<file path="src/rtl/an_config_tx.sv">
// an_config_tx: clause-37 style auto-negotiation transmitter producing /C1/,/C2/ config
// and /I2/ idle ordered sets one symbol per clock, with ability/ack match tracking.
module an_config_tx #(
  parameter int LINK_TIMER  = 200000,
  parameter int MATCH_COUNT = 3,
  parameter int SGMII_MODE  = 1
) (
  input  logic        clock,
  input  logic        reset_n,
  input  logic        start,
  input  logic [15:0] local_cfg,
  input  logic [15:0] rx_cfg,
  input  logic        rx_cfg_valid,
  output logic [7:0]  tx_data,
  output logic        tx_k,
  output logic [2:0]  an_state,
  output logic        an_done,
  output logic [15:0] partner_cfg
);
  localparam int TW = $clog2(LINK_TIMER + 1);
  localparam logic [TW-1:0] TLOAD = TW'(LINK_TIMER - 1);
  localparam logic [3:0] MC = 4'(MATCH_COUNT);
  typedef enum logic [2:0] {
    IDLE = 3'd0, AN_RESTART = 3'd1, ABILITY_DETECT = 3'd2,
    ACK_DETECT = 3'd3, COMPLETE_ACK = 3'd4, LINK_OK = 3'd5
  } state_e;
  state_e st_q, st_d;
  logic [1:0] sym_q, sym_d;
  logic alt_q, alt_d;
  logic [15:0] cfg_q, cfg_d, prev_q, prev_d, partner_q, partner_d;
  logic [3:0] cnt_q, cnt_d;
  logic [TW-1:0] tmr_q, tmr_d;
  logic start_q, start_d, rst_q, rst_d, abil_q, abil_d, ack_q, ack_d, mism_q, mism_d;
  logic cfg_set, bnd, entry, go_restart, tmr_done;
  logic abil_now, ack_now, mism_now, rst_now;
  logic [15:0] rx_m, abil_cfg;
  logic [3:0] cnt_inc, cnt_rx;
  assign cfg_set    = st_q inside {AN_RESTART, ABILITY_DETECT, ACK_DETECT, COMPLETE_ACK};
  assign bnd        = sym_q == (cfg_set ? 2'd3 : 2'd1);
  assign tmr_done   = tmr_q == '0;
  assign rx_m       = rx_cfg & 16'hBFFF;
  assign abil_cfg   = (local_cfg & 16'hBFFF) | {15'd0, SGMII_MODE != 0};
  assign cnt_inc    = (cnt_q == 4'hF) ? cnt_q : cnt_q + 4'd1;
  // ack phase counts only exact echoes of the latched partner word with ack set
  assign cnt_rx     = (st_q == ACK_DETECT) ? ((rx_cfg == (partner_q | 16'h4000)) ? cnt_inc : 4'd0)
                    : (rx_m != 16'h0 && rx_m == prev_q) ? cnt_inc : {3'd0, rx_m != 16'h0};
  assign abil_now   = rx_cfg_valid && st_q == ABILITY_DETECT && !abil_q && cnt_rx == MC;
  assign ack_now    = rx_cfg_valid && st_q == ACK_DETECT && cnt_rx == MC;
  assign mism_now   = rx_cfg_valid && st_q == ACK_DETECT && rx_m != (partner_q & 16'hBFFF);
  assign rst_now    = rx_cfg_valid && rx_cfg == 16'h0 && st_q inside {ACK_DETECT, COMPLETE_ACK, LINK_OK};
  assign go_restart = start || start_q || rst_now || rst_q;
  always_comb begin
    st_d = st_q;
    if (bnd) begin
      if (go_restart) st_d = AN_RESTART;
      else case (st_q)
        AN_RESTART:     if (tmr_done) st_d = ABILITY_DETECT;
        ABILITY_DETECT: if (abil_q || abil_now) st_d = ACK_DETECT;
        ACK_DETECT:     if (mism_q || mism_now) st_d = ABILITY_DETECT;
                        else if (ack_q || ack_now) st_d = COMPLETE_ACK;
        COMPLETE_ACK:   if (tmr_done) st_d = LINK_OK;
        default: ;
      endcase
    end
    entry     = bnd && (go_restart || st_d != st_q);
    sym_d     = bnd ? 2'd0 : sym_q + 2'd1;
    alt_d     = entry ? 1'b0 : (bnd && cfg_set) ? !alt_q : alt_q;
    tmr_d     = entry ? TLOAD : tmr_done ? tmr_q : tmr_q - TW'(1);
    cnt_d     = (entry || abil_now) ? 4'd0 : rx_cfg_valid ? cnt_rx : cnt_q;
    prev_d    = rx_cfg_valid ? rx_m : prev_q;
    partner_d = abil_now ? rx_cfg : partner_q;
    start_d   = !bnd && (start_q || start);
    rst_d     = !bnd && (rst_q || rst_now);
    abil_d    = !bnd && (abil_q || abil_now);
    ack_d     = !bnd && (ack_q || ack_now);
    mism_d    = !bnd && (mism_q || mism_now);
    cfg_d     = !bnd ? cfg_q : st_d == AN_RESTART ? 16'h0
              : st_d == ABILITY_DETECT ? abil_cfg : abil_cfg | 16'h4000;
  end
  always_ff @(posedge clock or negedge reset_n) begin
    if (!reset_n) begin
      st_q      <= IDLE;
      sym_q     <= 2'd0;
      alt_q     <= 1'b0;
      cfg_q     <= 16'h0;
      prev_q    <= 16'h0;
      partner_q <= 16'h0;
      cnt_q     <= 4'd0;
      tmr_q     <= '0;
      start_q   <= 1'b0;
      rst_q     <= 1'b0;
      abil_q    <= 1'b0;
      ack_q     <= 1'b0;
      mism_q    <= 1'b0;
    end else begin
      st_q      <= st_d;
      sym_q     <= sym_d;
      alt_q     <= alt_d;
      cfg_q     <= cfg_d;
      prev_q    <= prev_d;
      partner_q <= partner_d;
      cnt_q     <= cnt_d;
      tmr_q     <= tmr_d;
      start_q   <= start_d;
      rst_q     <= rst_d;
      abil_q    <= abil_d;
      ack_q     <= ack_d;
      mism_q    <= mism_d;
    end
  end
  assign tx_k        = sym_q == 2'd0;
  assign tx_data     = sym_q == 2'd0 ? 8'hBC
                     : sym_q == 2'd1 ? (!cfg_set ? 8'h50 : alt_q ? 8'h42 : 8'hB5)
                     : sym_q == 2'd2 ? cfg_q[7:0] : cfg_q[15:8];
  assign an_state    = st_q;
  assign an_done     = st_q == LINK_OK;
  assign partner_cfg = partner_q;
endmodule

</file>
<file path="config.mk">
export PLATFORM = sky130hd
export DESIGN_NAME = an_config_tx
export DESIGN_NICKNAME = d
export VERILOG_FILES = /design/src/rtl/an_config_tx.sv
export SDC_FILE = /design/constraint.sdc
export NUM_CORES = 1
export LEC_CHECK = 0
export ABC_CLOCK_PERIOD_IN_PS = 2650
export BUFFER_PORTS_ARGS = -buffer_cell sky130_fd_sc_hd__buf_2
export CORE_UTILIZATION = 50
export CTS_CLUSTER_DIAMETER = 80
export DETAILED_ROUTE_END_ITERATION = 6
export PLACE_DENSITY = 0.74
export SLEW_MARGIN = 10
export SYNTH_ARGS = -nofsm -noshare
export SYNTH_HDL_FRONTEND = slang
export SYNTH_SLANG_ARGS = --single-unit
export TNS_END_PERCENT = 5
</file>
<file path="constraint.sdc">
create_clock -name clock -period 2.65 [get_ports clock]
set_input_delay 0.795 -clock clock [delete_from_list [all_inputs] [get_ports clock]]
set_output_delay 0.795 -clock clock [all_outputs]
set_load 0.01 [all_outputs]
</file>
==> out/metrics.csv, run 1 <==
stage;metric;value;unit
setup_path;path_common_cell;buf_4;
outcome;outcome;finished clean;
grt;antenna_found_initial;0;
detailed_routing;drt-initial-drc-count;145;
layout;finish.instance_area;5500;um2
setup_path;reg2reg_depth;9;
synth;synth_nets;472;
sta;slew_violations;0;
setup_path;cp.buffers_inverters;3;
synth;ys_ff_latch;80;
grt;grt_pass1_wl;16200;um
synth;seq_area_frac_synth;45.2;%
synth;synthTopCellsByCount;80 x dfrtp_1, 51 x nand2_1, 32 x mux2_2;
power;leakage;2.46;nW
synth;synth.most_common_cell;dfrtp_1;
sta;min_period;2.58;ns
detailed_routing;first_pass_iters;4;
floorplan;io_pins;65;
layout;drive_gt1_share;37.5;%
setup_path;cp_max_fo;5;
sta;layout_setup_ws;0.0674;ns
clocking;cts_tree;built;
sta;rsz0062_at_grt;true;
synth;synth_area;4430;um2
sta;final_min_period_over_clock_period;97.5;%
clocking;clk_path_buf_depth;2;
grt;overflow;0;
clocking;root_buffer;clkbuf_8;
clocking;htree_levels;3;
synth;yosysTopAreaCellShare;45.2;%
synth;ys_warn_count;0;
power;finalPower;2.32;mW
grt;grt_pass1_vias;3536;
sta;max_clock_freq;387;MHz
layout;antenna_cells;0;
detailed_routing;num_vias;3560;
detailed_routing;routed_wirelength;9960;um
place;place_ws;-0.329;ns
synth;synth_top_area_cell;dfrtp_1;
sta;finalSetupTns;0;ns
clocking;numCtsBuffers;9;
setup_path;critical_path_required;2.94;ns
detailed_routing;drc_errors;0;
floorplan;die_y;96.1;um
setup_path;crit_family;compound AO/OA/AOI/OAI gates;
sta;hold_violations;0;
worst_hold_path;hold_path_class;input port to async pin;
setup_path;slowest_delay;0.44;ns
sta;finalClockSkew;0.0128;ns
grt;grt_usage;23.0;%
detailed_routing;avgViaCountPerCell;5.49;
synth;async_flop_share;100;%
floorplan;fp.dieArea;9240;um2
layout;nets;583;
synth;synth_edf_count;0;
place;place_congestion;0.917;
setup_path;critical_path.startpoint_type;input port;
synth;synth_ff_type;dfrtp_1;
setup_path;worstSetupPathDepth;10;
sta;finalSetupViolations;0;
power;ir_worst_vdd;0.000316;V
sta;worstMarginPinSlew;0.506;ns
setup_path;regToRegSetupSlack;0.11;ns
floorplan;die_width;96.1;um
synth;synth.distinct_cells;59;
floorplan;initial_utilization;52.8;%
clocking;path_clk_slew;0.08;ns
power;p_per_area;422;nW/um2
synth;synth_area_leaders;dfrtp_1 45%, mux2_2 8.1%, xnor2_1 5.9%, nand2_1 4.3%, xor2_1 3.4%;
setup_path;cp-end-kind;flop;
detailed_routing;ant_nets;0;
floorplan;fp-row-count;33;
grt;grt_max_degree;43;
place;portBuffers;62;
sta;slew_headroom;66.3;%
floorplan;core_area;8380;um2
clocking;clk_latency;0.34;ns
job;cap_violations;0;
synth;syn_inst;430;
setup_path;crit_slowest_cell;a2111oi_4;
setup_path;critPathKind;input port to flop;
clocking;clkSinkCount;80;
place;dp_hpwl;7010;um
setup_path;path_cells;buf_2 -> buf_4 -> nor3_1 -> and4_2 -> a2111oi_4 -> and4_4 -> a21oi_1 -> o31ai_4 -> buf_4 -> and3_1;
detailed_routing;wl_per_cell;15.3;um
place;place_area;5170;um2
synth;syn_avg_cell_area;10.3;um2
layout;synthToLayoutAreaGrowth;24.2;%
setup_path;cp_data_arrival_time;2.87;ns
==> registers in the layout (all words and copies together), names as in the netlist <==
| name | count |
|---|---|
| abil_q | 1 |
| ack_q | 1 |
| alt_q | 1 |
| an_state | 3 |
| cfg_q | 16 |
| cnt_q | 4 |
| mism_q | 1 |
| partner_cfg | 16 |
| prev_q | 15 |
| rst_q | 1 |
| start_q | 1 |
| sym_q | 2 |
| tmr_q | 18 |
==> cells in the final DEF, fill, tap and decap left out, types with 3 or more instances in the layout <==
cell	netlist	routed
a21oi_1	24	23
a21oi_2	9	10
and2_1	9	9
and3b_1	4	4
and4bb_4	2	3
buf_2	4	61
buf_4	2	49
clkbuf_8	0	9
dfrtp_1	80	79
ha_1	6	4
inv_1	9	7
inv_2	1	3
mux2_2	32	32
mux2i_1	5	5
nand2_1	51	51
nand2b_1	6	6
nand3_1	8	7
nand4_1	10	10
nor2_1	30	30
nor2b_1	4	4
nor3_1	4	4
nor3b_1	4	4
nor4_1	8	7
o21ai_0	13	12
or3_1	3	3
or4_1	3	3
xnor2_1	30	28
xor2_1	17	17
==> layer usage <==
| layer | track usage (%) | up-vias | wire, um |
|---|---|---|---|
| met4 | 6.97 | 0 | 61 |
| met3 | 3.55 | 5 | 370 |
| met1 | 31.7 | 1750 | 4640 |
| met2 | 37.5 | 79 | 4880 |
| li1 | - | 1726 | - |
| met5 | 0 | - | 0 |
==> metrics by stage <==
stage               utilization, %  std cells  hold slack, ns
floorplan                        -        430           0.465
global placement              61.6        628           0.476
detailed placement            61.6        628           0.497
CTS                           63.9        643           0.428
global route                  65.6        649           0.435
finish                        65.6        649           0.409
==> kinds of logic (layout without fill, tap and decap cells) <==
family	count (synthesis)	in the layout	synth area share (%)
AND/OR/NAND/NOR	166	167	20.5
adder cells (fa/ha/maj)	6	6	1.70
multiplexers	38	38	9.61
flip-flops	80	80	45.2
buffers and inverters	25	138	2.57
XOR/XNOR	48	48	9.66
AO/OA/AOI/OAI	67	67	10.7
==> path summary, 6_finish.rpt <==
| check | to | start |
|---|---|---|
| max | tmr_q[15] | rx_cfg[13] |
| max in group asynchronous | cfg_q[6] | reset_n |
| min | prev_q[0] | reset_n |
| min in group clock | partner_cfg[14] | partner_cfg[14] |
| max reg2reg | cfg_q[14] | tmr_q[11] |
| min reg2reg | partner_cfg[14] | partner_cfg[14] |
==> power breakdown <==
| part | internal, mW | switching (mW) | leakage [nW] |
|---|---|---|---|
| combinational | 0.107 | 0.107 | 1.36 |
| sequential | 1.25 | 0.0201 | 1.02 |
| clock | 0.422 | 0.418 | 0.0880 |
| total | 1.77 | 0.545 | 2.46 |
==> area by class of cell <==
type	instances	area (um2)
inverter	10	37.5
fill	675	2880
clock buffer	10	128
tap	105	131
sequential	80	2000
clock inverter	4	47.5
multi-input combinational	326	2420
timing repair buffer	114	736
==> timing repair <==
action	4_1_cts	5_1_grt
setup buffers	1	3
pin swaps	1	9
endpoints found under the setup margin	7	47
gates cloned	0	3
hold buffers	0	0
resized for setup	4	24
Note: power is estimated with default switching activity, not from simulation.
==> run 2, diff against run 1 <==
--- a/config.mk
+++ b/config.mk
@@ -7,6 +7,7 @@
 export LEC_CHECK = 0
 export ABC_CLOCK_PERIOD_IN_PS = 2650
 export BUFFER_PORTS_ARGS = -buffer_cell sky130_fd_sc_hd__buf_2
+export CORE_MARGIN = 2
 export CORE_UTILIZATION = 50
 export CTS_CLUSTER_DIAMETER = 80
 export DETAILED_ROUTE_END_ITERATION = 6
==> run 2 against run 1 <==
Compared with the run above:
- worst hold slack got worse by 0.024 ns
- first-iteration DRC count rose by 6.9%
- clock power up 35%
- global-route usage is 1.2 points lower
- wire length decreased by 0.25%
- cell count stayed put
- critical path depth grew 2
- sequential power about the same
- sequential cell count is the same
- critical path type unchanged
- critical endpoint is now cnt_q[1]
- largest cell class unchanged
==> out/metrics.csv, run 2 (synthesis results as in run 1) <==
stage;metric;value;unit
outcome;outcome;finished clean;
clocking;clkSinkCount;80;
setup_path;r2r-start;cnt_q[1];
layout;largest-register;tmr_q;
setup_path;regToRegSetupSlack;0.09;ns
floorplan;fp-row-count;34;
place;place_ws;-0.333;ns
detailed_routing;num_vias;3528;
setup_path;cp_data_arrival_time;2.90;ns
worst_hold_path;hold_path_class;input port to async pin;
detailed_routing;routed_wirelength;9930;um
detailed_routing;top_layer_used;met4;
grt;grt_usage;21.8;%
sta;finalClockSkew;0.0133;ns
setup_path;cp-end-kind;flop;
setup_path;critical_path.startpoint_type;input port;
sta;rsz0062_at_grt;true;
sta;final_min_period_over_clock_period;98.0;%
setup_path;reg2reg_depth;10;
clocking;numCtsBuffers;9;
clocking;path_clk_slew;0.08;ns
floorplan;die_width;98.1;um
sta;slew_violations;0;
detailed_routing;route.met3.wl;355;um
sta;min_period;2.60;ns
clocking;clk_path_buf_depth;2;
detailed_routing;wl_per_cell;15.3;um
layout;final_core_util;64.7;%
place;place_area;5150;um2
detailed_routing;drt-initial-drc-count;155;
floorplan;initial_utilization;51.3;%
sta;finalSetupViolations;0;
layout;mostFrequentLayoutCells;76 x dfrtp_1, 61 x buf_2, 51 x nand2_1;
clocking;htree_levels;3;
setup_path;critPathKind;input port to flop;
place;dpl.cell_count;628;
detailed_routing;met2RoutedLength;4830;um
grt;grt_max_degree;47;
sta;finalSetupTns;0;ns
layout;synthToLayoutAreaGrowth;26.1;%
detailed_routing;ant_nets;0;
sta;slew_headroom;68.3;%
power;leakage;2.48;nW
place;place_congestion;0.846;
grt;grt_pass1_wl;17200;um
clocking;cts_tree;built;
grt;grt_pass1_vias;3687;
job;cap_violations;0;
setup_path;cp_max_fo;6;
sta;hold_violations;0;
setup_path;r2r-end;cnt_q[1];
sta;max_clock_freq;385;MHz
clocking;root_buffer;clkbuf_8;
detailed_routing;wl_met1;4550;um
sta;layout_setup_ws;0.0524;ns
grt;antenna_found_initial;0;
floorplan;die_y;98.1;um
detailed_routing;drc_errors;0;
power;ir_worst_vdd;0.000320;V
detailed_routing;avgViaCountPerCell;5.44;
floorplan;fp.dieArea;9620;um2
layout;finish.instance_area;5590;um2
layout;largest_reg_flops;18;
floorplan;io_pins;65;
power;p_per_area;466;nW/um2
place;portBuffers;62;
power;finalPower;2.60;mW
floorplan;core_area;8640;um2
place;dp_hpwl;6880;um
layout;drive_gt1_share;38.3;%
sta;worstMarginPinSlew;0.475;ns
detailed_routing;first_pass_iters;4;
sta;hold-worst-slack;0.385;ns
layout;nets;578;
layout;layout_commonest_cell;dfrtp_1;
layout;fin_cells;649;
layout;antenna_cells;0;
setup_path;critical_path_required;2.95;ns
grt;overflow;0;
clocking;clk_latency;0.37;ns
-- run 2: cell types whose count changed in the layout (fill, tap and decap cells not counted), moves of 2 or more --
cell       change
bufinv_16      +2
dfrtp_2        +3
dfrtp_1        -3
clkinv_4       +3
buf_4          -6
clkinv_2       -2
buf_6          +2
-- run 2: layout make-up --
cell class                 count  area (um2)
tap                          108         135
clock inverter                 6         116
fill                         704        3050
multi-input combinational    325        2440
clock buffer                  10         138
timing repair buffer         110         713
sequential                    80        2010
inverter                      10        37.5
-- run 2: worst max-delay path by stage --
stage,from,endpoint,slack [ns],cells after the start
6_report,rx_cfg[13],cnt_q[1],0.05,12
5_1_grt,rx_cfg[13],cnt_q[2],-0.07,12
4_1_cts,sym_q[1],tx_data[1],0.001,7
3_5_place_dp,rx_cfg[0],cnt_q[1],-0.33,11
3_3_place_gp,rx_cfg[0],tmr_q[7],-0.32,12
2_1_floorplan,rx_cfg[10],partner_cfg[0],-0.006,7
-- run 2: routing by layer --
layer,track usage (%),vias to the layer above
met2,35.5,55
met1,29.5,1737
met5,0,-
met4,6.62,0
met3,4.65,19
li1,-,1717
-- run 2: power breakdown --
group	internal [mW]	leakage (nW)	switching [mW]
logic	0.104	1.34	0.105
clock network	0.656	0.127	0.469
registers	1.25	1.01	0.0210
total	2.01	2.48	0.595
-- run 2: timing repair --
action                                  in CTS  in global routing
buffers inserted                             0                  3
hold buffers                                 0                  0
pin swaps                                    0                 11
resized for setup                            7                 30
endpoints found under the setup margin       7                 46
gates cloned                                 0                  2
-- run 2: worst max-delay path: stages --
cell and delay, ns:
buf_2 0.13, buf_6 0.12, xnor2_2 0.14, nand4_1 0.14
nor4_1 0.28, buf_4 0.17, nand3_4 0.08, and4_4 0.18
and4_4 0.18, o31ai_4 0.34, buf_6 0.18, and3b_1 0.16
==> run 3, diff against run 2 <==
--- a/config.mk
+++ b/config.mk
@@ -7,11 +7,13 @@
 export LEC_CHECK = 0
 export ABC_CLOCK_PERIOD_IN_PS = 2650
 export BUFFER_PORTS_ARGS = -buffer_cell sky130_fd_sc_hd__buf_2
+export CELL_PAD_IN_SITES_DETAIL_PLACEMENT = 1
+export CELL_PAD_IN_SITES_GLOBAL_PLACEMENT = 1
 export CORE_MARGIN = 2
-export CORE_UTILIZATION = 50
+export CORE_UTILIZATION = 40
 export CTS_CLUSTER_DIAMETER = 80
 export DETAILED_ROUTE_END_ITERATION = 6
-export PLACE_DENSITY = 0.74
+export PLACE_DENSITY_LB_ADDON = 0.1
 export SLEW_MARGIN = 10
 export SYNTH_ARGS = -nofsm -noshare
 export SYNTH_HDL_FRONTEND = slang
==> run 3 against run 2 <==
Compared with the run above:
- wire length grew 18%
- power is 10% lower
- largest cell class unchanged
- first-iteration DRC count down 24%
- combinational power is 5% higher
- sequential power hardly changed
- final area rose by 2.5%
- clock power is 25% lower
- core utilization decreased by 12 points
- non-clock buffer count up 13
- highest routed layer unchanged
- critical path type is now flop to flop
- worst hold slack worse by 0.027 ns
==> out/metrics.csv, run 3 (synthesis results as in run 1) <==
stage;metric;value;unit
sta;layout_setup_ws;0.0548;ns
layout;synthToLayoutAreaGrowth;29.3;%
detailed_routing;avgViaCountPerCell;5.25;
detailed_routing;routed_wirelength;11700;um
floorplan;die_y;109;um
sta;worstMarginPinSlew;0.429;ns
layout;mostFrequentLayoutCells;78 x dfrtp_1, 59 x buf_2, 55 x buf_4;
sta;slew_violations;0;
setup_path;cp-end-kind;flop;
setup_path;cp_data_arrival_time;2.86;ns
setup_path;cp_max_fo;11;
grt;grt_max_degree;52;
layout;layout_commonest_cell;dfrtp_1;
setup_path;crit_slowest_cell;or4_4;
layout;nets;591;
clocking;numCtsBuffers;9;
clocking;htree_levels;3;
sta;rsz0062_at_grt;true;
sta;final_min_period_over_clock_period;97.9;%
clocking;clk_latency;0.36;ns
sta;finalSetupViolations;0;
detailed_routing;num_vias;3639;
sta;max_clock_freq;385;MHz
layout;finish.instance_area;5730;um2
setup_path;cp.buffers_inverters;2;
grt;met1_usage;25.9;%
place;portBuffers;62;
grt;antenna_found_initial;0;
place;dp_hpwl;8310;um
sta;hold-worst-slack;0.358;ns
power;leakage;2.55;nW
floorplan;die_width;109;um
setup_path;path_cells;or4_4 -> nor3_4 -> nor3b_2 -> nand4_1 -> nand3b_1 -> o31ai_4 -> buf_6 -> clkbuf_16 -> and2_1;
place;place_area;5300;um2
place;place_ws;-0.449;ns
setup_path;critical_path.startpoint_type;flop;
sta;slew_headroom;71.4;%
sta;min_period;2.60;ns
layout;drive_gt1_share;40.3;%
setup_path;critPathKind;flop to flop;
clocking;clk_path_buf_depth;2;
layout;largest-register;tmr_q;
power;p_per_area;409;nW/um2
clocking;path_clk_slew;0.08;ns
grt;grtUsageMet2;34.2;%
detailed_routing;drt-initial-drc-count;118;
grt;grt_pass1_vias;3806;
sta;hold_violations;0;
job;cap_violations;0;
detailed_routing;drc_errors;0;
grt;grt_pass1_wl;18700;um
clocking;clkSinkCount;80;
floorplan;fp-row-count;38;
detailed_routing;wl_per_cell;16.9;um
worst_hold_path;hold_path_class;input port to async pin;
power;ir_worst_vdd;0.000235;V
floorplan;core_area;10800;um2
layout;antenna_cells;0;
outcome;outcome;finished clean;
setup_path;crit_family;simple AND/OR/NAND/NOR gates;
grt;met3_usage;2.87;%
clocking;ctsHoldBuffers;0;
place;place_congestion;0.779;
detailed_routing;first_pass_iters;5;
layout;largest_reg_flops;18;
setup_path;slowest_delay;0.57;ns
grt;overflow;0;
sta;finalSetupTns;0;ns
setup_path;critical_path_required;2.91;ns
sta;finalClockSkew;0.00705;ns
floorplan;io_pins;65;
detailed_routing;ant_nets;0;
grt;grt-busiest-layer;met2;
floorplan;initial_utilization;40.8;%
clocking;root_buffer;clkbuf_8;
clocking;cts_tree;built;
grt;grt_usage;20.2;%
floorplan;fp.dieArea;11900;um2
[run 3: repair_timing]
item                       4_1_cts  5_1_grt
pin swaps                        1        7
buffers inserted                 1        4
resized for setup                6       36
setup endpoints to repair       27       46
gates cloned                     0        2
[run 3: cell type report]
type                    instances  area [um2]
fillers                      1203        5110
multi-input cells             325        2460
flip-flops and latches         80        2000
repair buffers                123         872
well taps                     140         175
clock buffers                  12         155
inverters                      10        40.0
clock inverters                 3        17.5
[run 3: metrics by stage]
stage | std cells | power, mW | utilization, %
after floorplan | 430 | 1.38 | -
after CTS | 687 | 2.36 | 50.7
final | 693 | 2.34 | 52.8
after global placement | 671 | 1.50 | 48.8
after global routing | 693 | 2.44 | 52.8
after detailed placement | 671 | 1.51 | 48.8
[run 3: worst register-to-register path, stage by stage (launching register included)]
cell and delay, ns:
dfrtp_1 0.42, or4_4 0.57, nor3_4 0.25, nor3b_2 0.24, nand4_1 0.23, nand3b_1 0.24, o31ai_4 0.09, buf_6 0.15
clkbuf_16 0.16, and2_1 0.13
[run 3: layer usage]
| layer | part of all wire [%] | wire length, um |
|---|---|---|
| met5 | 0 | 0 |
| met4 | 1.2 | 139 |
| met2 | 51 | 5920 |
| met1 | 45 | 5320 |
| met3 | 2.8 | 328 |
[run 3: worst paths after layout]
kind | startpoint | endpoint | slack (ns) | depth (start not counted)
worst max-delay path | tmr_q[12] | tmr_q[14] | 0.05 | 9
worst min-delay path | reset_n | tmr_q[12] | 0.36 | 1
worst max register to register | tmr_q[12] | tmr_q[14] | 0.05 | 9
worst min register to register | cfg_q[0] | cfg_q[0] | 0.51 | 2
max in group asynchronous | reset_n | prev_q[10] | 1.67 | 2
min in group clock | cfg_q[0] | cfg_q[0] | 0.51 | 2
[run 3: power breakdown]
part,leakage (nW),switching (mW),internal (mW)
Sequential,1.02,0.0200,1.25
Combinational,1.44,0.112,0.110
Clock,0.0882,0.469,0.384
